**src/rtl/alarm_siren_ctrl.sv**
```systemverilog
// Timed siren sequencer behind the alarm decision logic: entry delay, bounded siren, latched memory until ack.
// All outputs come from registers, so input changes show one cycle later. Define ALARM_STROBE_EN to pulse the siren on each tick.
module alarm_siren_ctrl #(
    parameter int TICK_DIV   = 1,
    parameter int ENTRY_DLY  = 10,
    parameter int SIREN_TIME = 50,
    parameter int CW         = 16
) (
    input  logic          clk,
    input  logic          reset,
    input  logic          trig,
    input  logic          armed,
    input  logic          ack,
    output logic          siren,
    output logic          memo,
    output logic [1:0]    state,
    output logic [CW-1:0] remain
);

    typedef enum logic [1:0] {
        IDLE  = 2'b00,
        DELAY = 2'b01,
        SIREN = 2'b10,
        HOLD  = 2'b11
    } state_t;

    localparam int            PW       = (TICK_DIV > 1) ? $clog2(TICK_DIV) : 1;
    localparam logic [PW-1:0] PRE_LAST = PW'(TICK_DIV - 1);
    localparam logic [CW-1:0] DLY_LOAD = CW'(ENTRY_DLY - 1);
    localparam logic [CW-1:0] SIR_LOAD = CW'(SIREN_TIME - 1);
`ifdef ALARM_STROBE_EN
    localparam logic          STROBE   = 1'b1;
`else
    localparam logic          STROBE   = 1'b0;
`endif

    state_t        state_q, state_d;
    logic [CW-1:0] cnt_q, cnt_d;
    logic [PW-1:0] pre_q, pre_d;
    logic          siren_q, siren_d;
    logic          tick;

    assign tick = (pre_q == PRE_LAST);

    // Prescaler defaults to 0, so it is held in IDLE/HOLD and cleared on every state change.
    always_comb begin
        state_d = state_q;
        cnt_d   = cnt_q;
        pre_d   = '0;
        siren_d = 1'b0;
        if (ack || !armed) begin
            state_d = IDLE;
            cnt_d   = '0;
        end else begin
            case (state_q)
                IDLE: begin
                    if (trig) begin
                        state_d = DELAY;
                        cnt_d   = DLY_LOAD;
                    end
                end
                DELAY: begin
                    if (!tick) begin
                        pre_d = pre_q + PW'(1);
                    end else if (cnt_q == '0) begin
                        state_d = SIREN;
                        cnt_d   = SIR_LOAD;
                        siren_d = 1'b1;
                    end else begin
                        cnt_d = cnt_q - CW'(1);
                    end
                end
                SIREN: begin
                    siren_d = siren_q;
                    if (!tick) begin
                        pre_d = pre_q + PW'(1);
                    end else if (cnt_q == '0) begin
                        state_d = HOLD;
                        siren_d = 1'b0;
                    end else begin
                        cnt_d   = cnt_q - CW'(1);
                        siren_d = siren_q ^ STROBE;
                    end
                end
                HOLD: begin
                    if (trig) begin
                        state_d = SIREN;
                        cnt_d   = SIR_LOAD;
                        siren_d = 1'b1;
                    end
                end
                default: state_d = IDLE;
            endcase
        end
    end

    always_ff @(posedge clk) begin
        if (reset) begin
            state_q <= IDLE;
            cnt_q   <= '0;
            pre_q   <= '0;
            siren_q <= 1'b0;
        end else begin
            state_q <= state_d;
            cnt_q   <= cnt_d;
            pre_q   <= pre_d;
            siren_q <= siren_d;
        end
    end

    assign siren  = siren_q;
    assign memo   = state_q[1];
    assign state  = state_q;
    assign remain = (state_q == DELAY || state_q == SIREN) ? cnt_q : '0;

endmodule

```
**config.mk**
```make
export PLATFORM = sky130hd
export DESIGN_NAME = alarm_siren_ctrl
export DESIGN_NICKNAME = d
export VERILOG_FILES = /design/src/rtl/alarm_siren_ctrl.sv
export SDC_FILE = /design/constraint.sdc
export NUM_CORES = 1
export LEC_CHECK = 0
export ABC_AREA = 1
export BUFFER_PORTS_ARGS = -buffer_cell sky130_fd_sc_hd__buf_2
export CAP_MARGIN = 20
export CORE_UTILIZATION = 38
export CTS_CLUSTER_DIAMETER = 100
export DETAILED_ROUTE_END_ITERATION = 8
export GPL_TIMING_DRIVEN = 0
export SYNTH_ARGS = -nofsm -noshare
export SYNTH_HDL_FRONTEND = slang
export SYNTH_SLANG_ARGS = --single-unit
```
**constraint.sdc**
```tcl
create_clock -name clk -period 2.3 [get_ports clk]
set_clock_uncertainty 0.2 [all_clocks]
set_input_delay 0.23 -clock clk [delete_from_list [all_inputs] [get_ports clk]]
set_output_delay 0.23 -clock clk [all_outputs]
set_load 0.02 [all_outputs]
```
=== Word-level counts from Yosys, hierarchy flattened ===
Index checks and enable logic that the tools add are counted.

* Register bits: 20
* Input port bits: 5
* Output and inout bits: 20
* Word-level logic and storage cells: 50

* Add/subtract/negate cells: 2
* Equality and inequality tests: 10
* Multiplexer cells: 21
* Bitwise operators: 2
* Reductions and logical operators: 11

{| class="wikitable"
|+ Operator list
! cell !! number
|-
| $mux W16 || 7
|-
| $pmux W16 S4 || 1
|-
| $logic_not A16 Y1 || 1
|-
| $sub A16 B1 Y16 const B || 1
|-
| $ne A2 B2 Y1 const B || 7
|-
| $mux W2 || 6
|-
| $pmux W2 S4 || 1
|-
| $reduce_and A6 Y1 || 1
|-
| $mux W1 || 5
|-
| $reduce_and A5 Y1 || 1
|-
| $eq A2 B2 Y1 const B || 2
|-
| $reduce_or A2 Y1 || 2
|-
| $reduce_or A4 Y1 || 1
|-
| $pmux W1 S3 || 1
|-
| $eq A2 B1 Y1 const B || 1
|-
| $logic_not A2 Y1 || 1
|-
| $logic_or A1 B1 Y1 || 2
|-
| $not A1 Y1 || 2
|-
| $reduce_and A2 Y1 || 1
|-
| $add A1 B1 Y1 const B || 1
|-
| $logic_not A1 Y1 || 1
|}

=== Logic depth before layout (Yosys ltp) ===
* Word-level depth: 4
* Depth in mapped cells: 11
* Depth with buffers taken out: 11

=== Worst setup path after synthesis ===
Ideal clock, no wire load.

* Kind: flip-flop to output port
* Start point: reg state_q[1], in the netlist state[1]
* End point: out remain[10]
* Arrival: 1,606 ps
* Required time: 1,870 ps
* Setup slack: 264 ps
* Cell stages (with the launch flop): 7
* Path buffers: 2
* Cells stage by stage: dfxtp_1 > inv_1 > ha_1 > clkbuf_1 > clkbuf_1 > nand2_1 > inv_1

* Longest elaborated chain between the ends: 3
* Elaborated cells on any way between the ends: 4
* Those cells by class: eq/ne (2); mux (1); reduce/logical (1)

{| class="wikitable"
|+ RTL lines
! element !! RTL line !! text
|-
| start, declared || 37 || <nowiki>state_t state_q, state_d;</nowiki>
|-
| start signal, assigned || 104 || <nowiki>state_q <= state_d;</nowiki>
|-
| $eq A2 B1 Y1 or $eq A2 B2 Y1 (tied branches) || 114 || <nowiki>assign remain = (state_q == DELAY || state_q == SIREN) ? cnt_q : '0;</nowiki>
|-
| $logic_or A1 B1 Y1 (*) || 114 ||
|-
| $mux W16 (*) || 114 ||
|-
| end, declared || 17 || <nowiki>output logic [CW-1:0] remain</nowiki>
|}

Every way passes the cells marked *; elsewhere a longest branch is shown, timed or not.

=== Final worst setup path ===
* Start point: reg state_q[0], in the netlist state[0]
* End point: reg cnt_q[14]

* Longest elaborated chain between the ends: 3
* Elaborated cells on any way between the ends: 11
* Those cells by class: eq/ne (8); mux (1); reduce/logical (2)

{| class="wikitable"
|+ RTL lines
! element !! RTL line !! text
|-
| $eq A2 B2 Y1 (tied with other cells) || 55 || <nowiki>case (state_q)</nowiki>
|-
| $ne A2 B2 Y1 (no source line) || -- ||
|-
| $reduce_and A5 Y1 (no source line) || -- ||
|-
| end signal, assigned || 105 || <nowiki>cnt_q <= cnt_d;</nowiki>
|-
| end, declared || 38 || <nowiki>logic [CW-1:0] cnt_q, cnt_d;</nowiki>
|}

Parallel ways exist; a longest one is shown, timed or not.
A chain may end at the register's enable or synchronous reset.

==> metrics.md <==
| Metric | Value |
|---|---|
| Status | completed |
| # diodes | 0 |
| Metal3 WL | 115 µm |
| Reg clk slew, reported paths | 80 ps |
| Gr usage total | 0.188 |
| DR WL met2 | 1510 µm |
| Synthesis-to-layout area growth | 15.9% |
| Fin util | 0.463 |
| Vias in the first global route | 1349 |
| First-pass DRT Iterations | 4 |
| CTS tree | built |
| Mapped Area | 1480 µm² |
| Seq pwr share | 0.448 |
| Nature of the critical path startpoint | flip-flop |
| Avg Inst Size Synth | 6.05 µm² |
| Clk Latency, worst-skew pair | 260 ps |
| 1st-iter DRT viols | 47 |
| Number of buffers added on ports | 24 |
| Max IR drop VDD | 0.000284 V |
| Syn nets | 255 |
| Setup CP Type | flip-flop to flip-flop |
| Total die area | 4140 µm² |
| Die width | 64.3 µm |
| Gr ovfl total | 0 |
| Post-DRT Antenna Nets | 0 |
| Via count | 1432 |
| Post-synth top flop | dfxtp_1 |
| Final GP Congestion | 0.844 |
| Post-synthesis compound-gate area fraction | 0.0908 |
| EDFF count, synth | 0 |
| Hpwl dp | 2570 µm |
| Commonest cells post-synth | nand2_1 (69), inv_1 (48), nor2_1 (32), dfxtp_1 (20), nand3_1 (18) |
| Most common cell in the netlist | nand2_1 |
| Row cnt | 22 |
| Top layer in use | met4 |
| Post-synth cell types | 26 |
| Clock power frac | 0.346 |
| Share of post-route cells with drive strength above 1 | 0.193 |
| WP data required | 2300 ps |
| Asr flop ratio synth | 0 |
| Max cap viols | 0 |
| Vias/cell | 4.50 |
| Initial core utilization | 0.400 |
| Clk sinks | 20 |
| Routed WL per cell | 10.5 µm |
| Cell accounting for the most synthesized area | dfxtp_1 |
| Fillcell total | 421 |
| Critical path peak fanout | 10 |
| Max Clk Rate | 0.490 GHz |
| Largest net degree at the start of global routing | 12 |
| Adder and majority gate portion of the synthesized area | 0.0509 |
| Worst Max-Slew Pin Slew | 772 ps |
| Multiplexer area fraction after synthesis | 0 |
| Num CTS Buffers | 3 |
| Max Buffers Root-to-Sink | 2 |
| Post-synth top area share | 0.271 |
| Setup TNS | 0 ps |
| Ys Warns | 0 |
| RSZ-0062 raised after global routing | false |
| Post-Synth XOR/XNOR Area | 0.0119 |
| Post-layout min period | 2040 ps |
| Comb power frac | 0.206 |
| Root Buffer | clkbuf_8 |
| Count of final setup violators | 0 |
| Leading post-synthesis cells by cell area | dfxtp_1 (27%), nand2_1 (18%), inv_1 (12%) |
| Crit end category | flip-flop |
| Power per cell area | 470 nW/µm² |
| Non-filler instance count after layout | 318 |
| Core footprint | 3690 µm² |
| CP arrival | 2040 ps |
| Worst hold path class | primary input to flip-flop |
| Internal power | 561 µW |
| First-pass GRT wire length | 6080 µm |
| Worst relative slew slack | 0.483 |
| Seq/Total Area, Yosys | 0.271 |
| P_leak | 0.980 nW |
| Number of synthesized register bits | 20 |
| Gate Count Post-Synth | 244 |
| Switching Share | 0.301 |
| Placed cell count | 316 |
| Drt total wl | 3330 µm |
| DRC viols | 0 |
| Final Hold Viols | 0 |
| Initial antenna violation count | 0 |
| Main combinational cell family by area after synthesis | simple AND/OR/NAND/NOR gates |
| Simple-gate portion of the synthesized area | 0.426 |
| Max Slew Vio Count | 0 |
| # IOs | 25 |
| Sw Pwr | 242 µW |
| H-tree depth | 1 |
| Die height | 64.3 µm |
| Fin nets | 282 |
| Routed length on met1 | 1670 µm |
| Tcrit/Tclk final | 0.887 |
## worst paths after layout
| path | startpoint | endpoint | slack (ps) | depth (start not counted) |
|---|---|---|---|---|
| setup / recovery | state[0]$_SDFFE_PP0P_ | cnt_q[14]$_SDFFE_PP0P_ | 260 | 10 |
| hold / removal | trig | siren$_SDFFE_PP0P_ | 100 | 5 |
| setup reg to reg | state[0]$_SDFFE_PP0P_ | cnt_q[14]$_SDFFE_PP0P_ | 260 | 10 |
| hold reg to reg | state[1]$_SDFFE_PP0P_ | state[1]$_SDFFE_PP0P_ | 310 | 2 |
## critical path, stage by stage (launching register included)
cell and delay, ps:
dfxtp_1 390, inv_1 100, ha_2 230, nor2_2 150
inv_2 80, a21oi_4 190, nand2_4 100, buf_6 160
nor2_4 150, nand3_1 100, a21oi_1 120
## power by group through the flow
stage | Sequential (mW) | Clock (mW) | Combinational (mW)
2_1_floorplan | 0.367 | 0 | 0.130
3_3_place_gp | 0.368 | 0 | 0.164
3_5_place_dp | 0.368 | 0 | 0.165
4_1_cts | 0.360 | 0.287 | 0.166
5_1_grt | 0.361 | 0.310 | 0.193
6_report | 0.360 | 0.278 | 0.165
## routing by layer
layer  vias up  global-route usage
li1        783                   -
met1       621               0.235
met2        24               0.326
met3         4              0.0429
met4         0              0.0389
met5         -                   0
## cells in the final DEF, fill, tap and decap left out, types with 2 or more instances in the layout
master,count
nand2_4,2
o21ai_1,2
nand3_1,18
dfxtp_1,19
ha_2,2
buf_2,24
nor2_1,32
nor2_2,6
o21ai_0,10
nor3_1,2
a21oi_1,10
nand3_2,3
inv_1,48
ha_1,4
nor2_4,2
clkbuf_8,4
xnor2_1,2
nand2_1,69
## timing repair
item	in CTS	in global routing
setup endpoints to repair	10	15
setup buffers	0	0
hold endpoints to repair	0	0
resized for setup	1	3
hold buffers	0	0
## flip-flops by register name, indices dropped and copies added, names as in the netlist
signal and cells:
state 2, siren 1, cnt_q 16, pre_q 1
## cells by family (layout without fill, tap and decap cells)
| group | Yosys count | after routing |
|---|---|---|
| flops | 20 | 20 |
| xor+xnor | 2 | 2 |
| simple gates | 137 | 137 |
| fa+ha+maj | 6 | 6 |
| other cells | 1 | 1 |
| compound gates | 24 | 24 |
| buf+inv | 54 | 80 |
## area by class of cell
type | count | area [µm²] | area share
Buffer | 2 | 18.8 | 0.0110
Tap cell | 48 | 60.1 | 0.0351
Timing Repair Buffer | 24 | 120 | 0.0703
Sequential cell | 20 | 402 | 0.235
Clock buffer | 4 | 55.1 | 0.0322
Multi-Input combinational cell | 170 | 863 | 0.505
Inverter | 50 | 190 | 0.111
## per-stage QoR
stage	total power [mW]	area, µm²	hold WS, ps	setup WS (ps)
floorplan	0.498	1480	249	264
global placement	0.533	1660	291	90.8
detailed placement	0.533	1660	302	68.6
CTS	0.813	1710	104	50.4
global route	0.865	1710	142	36.2
finish	0.803	1710	102	259
No activity file was read; power rests on OpenSTA's default activity.
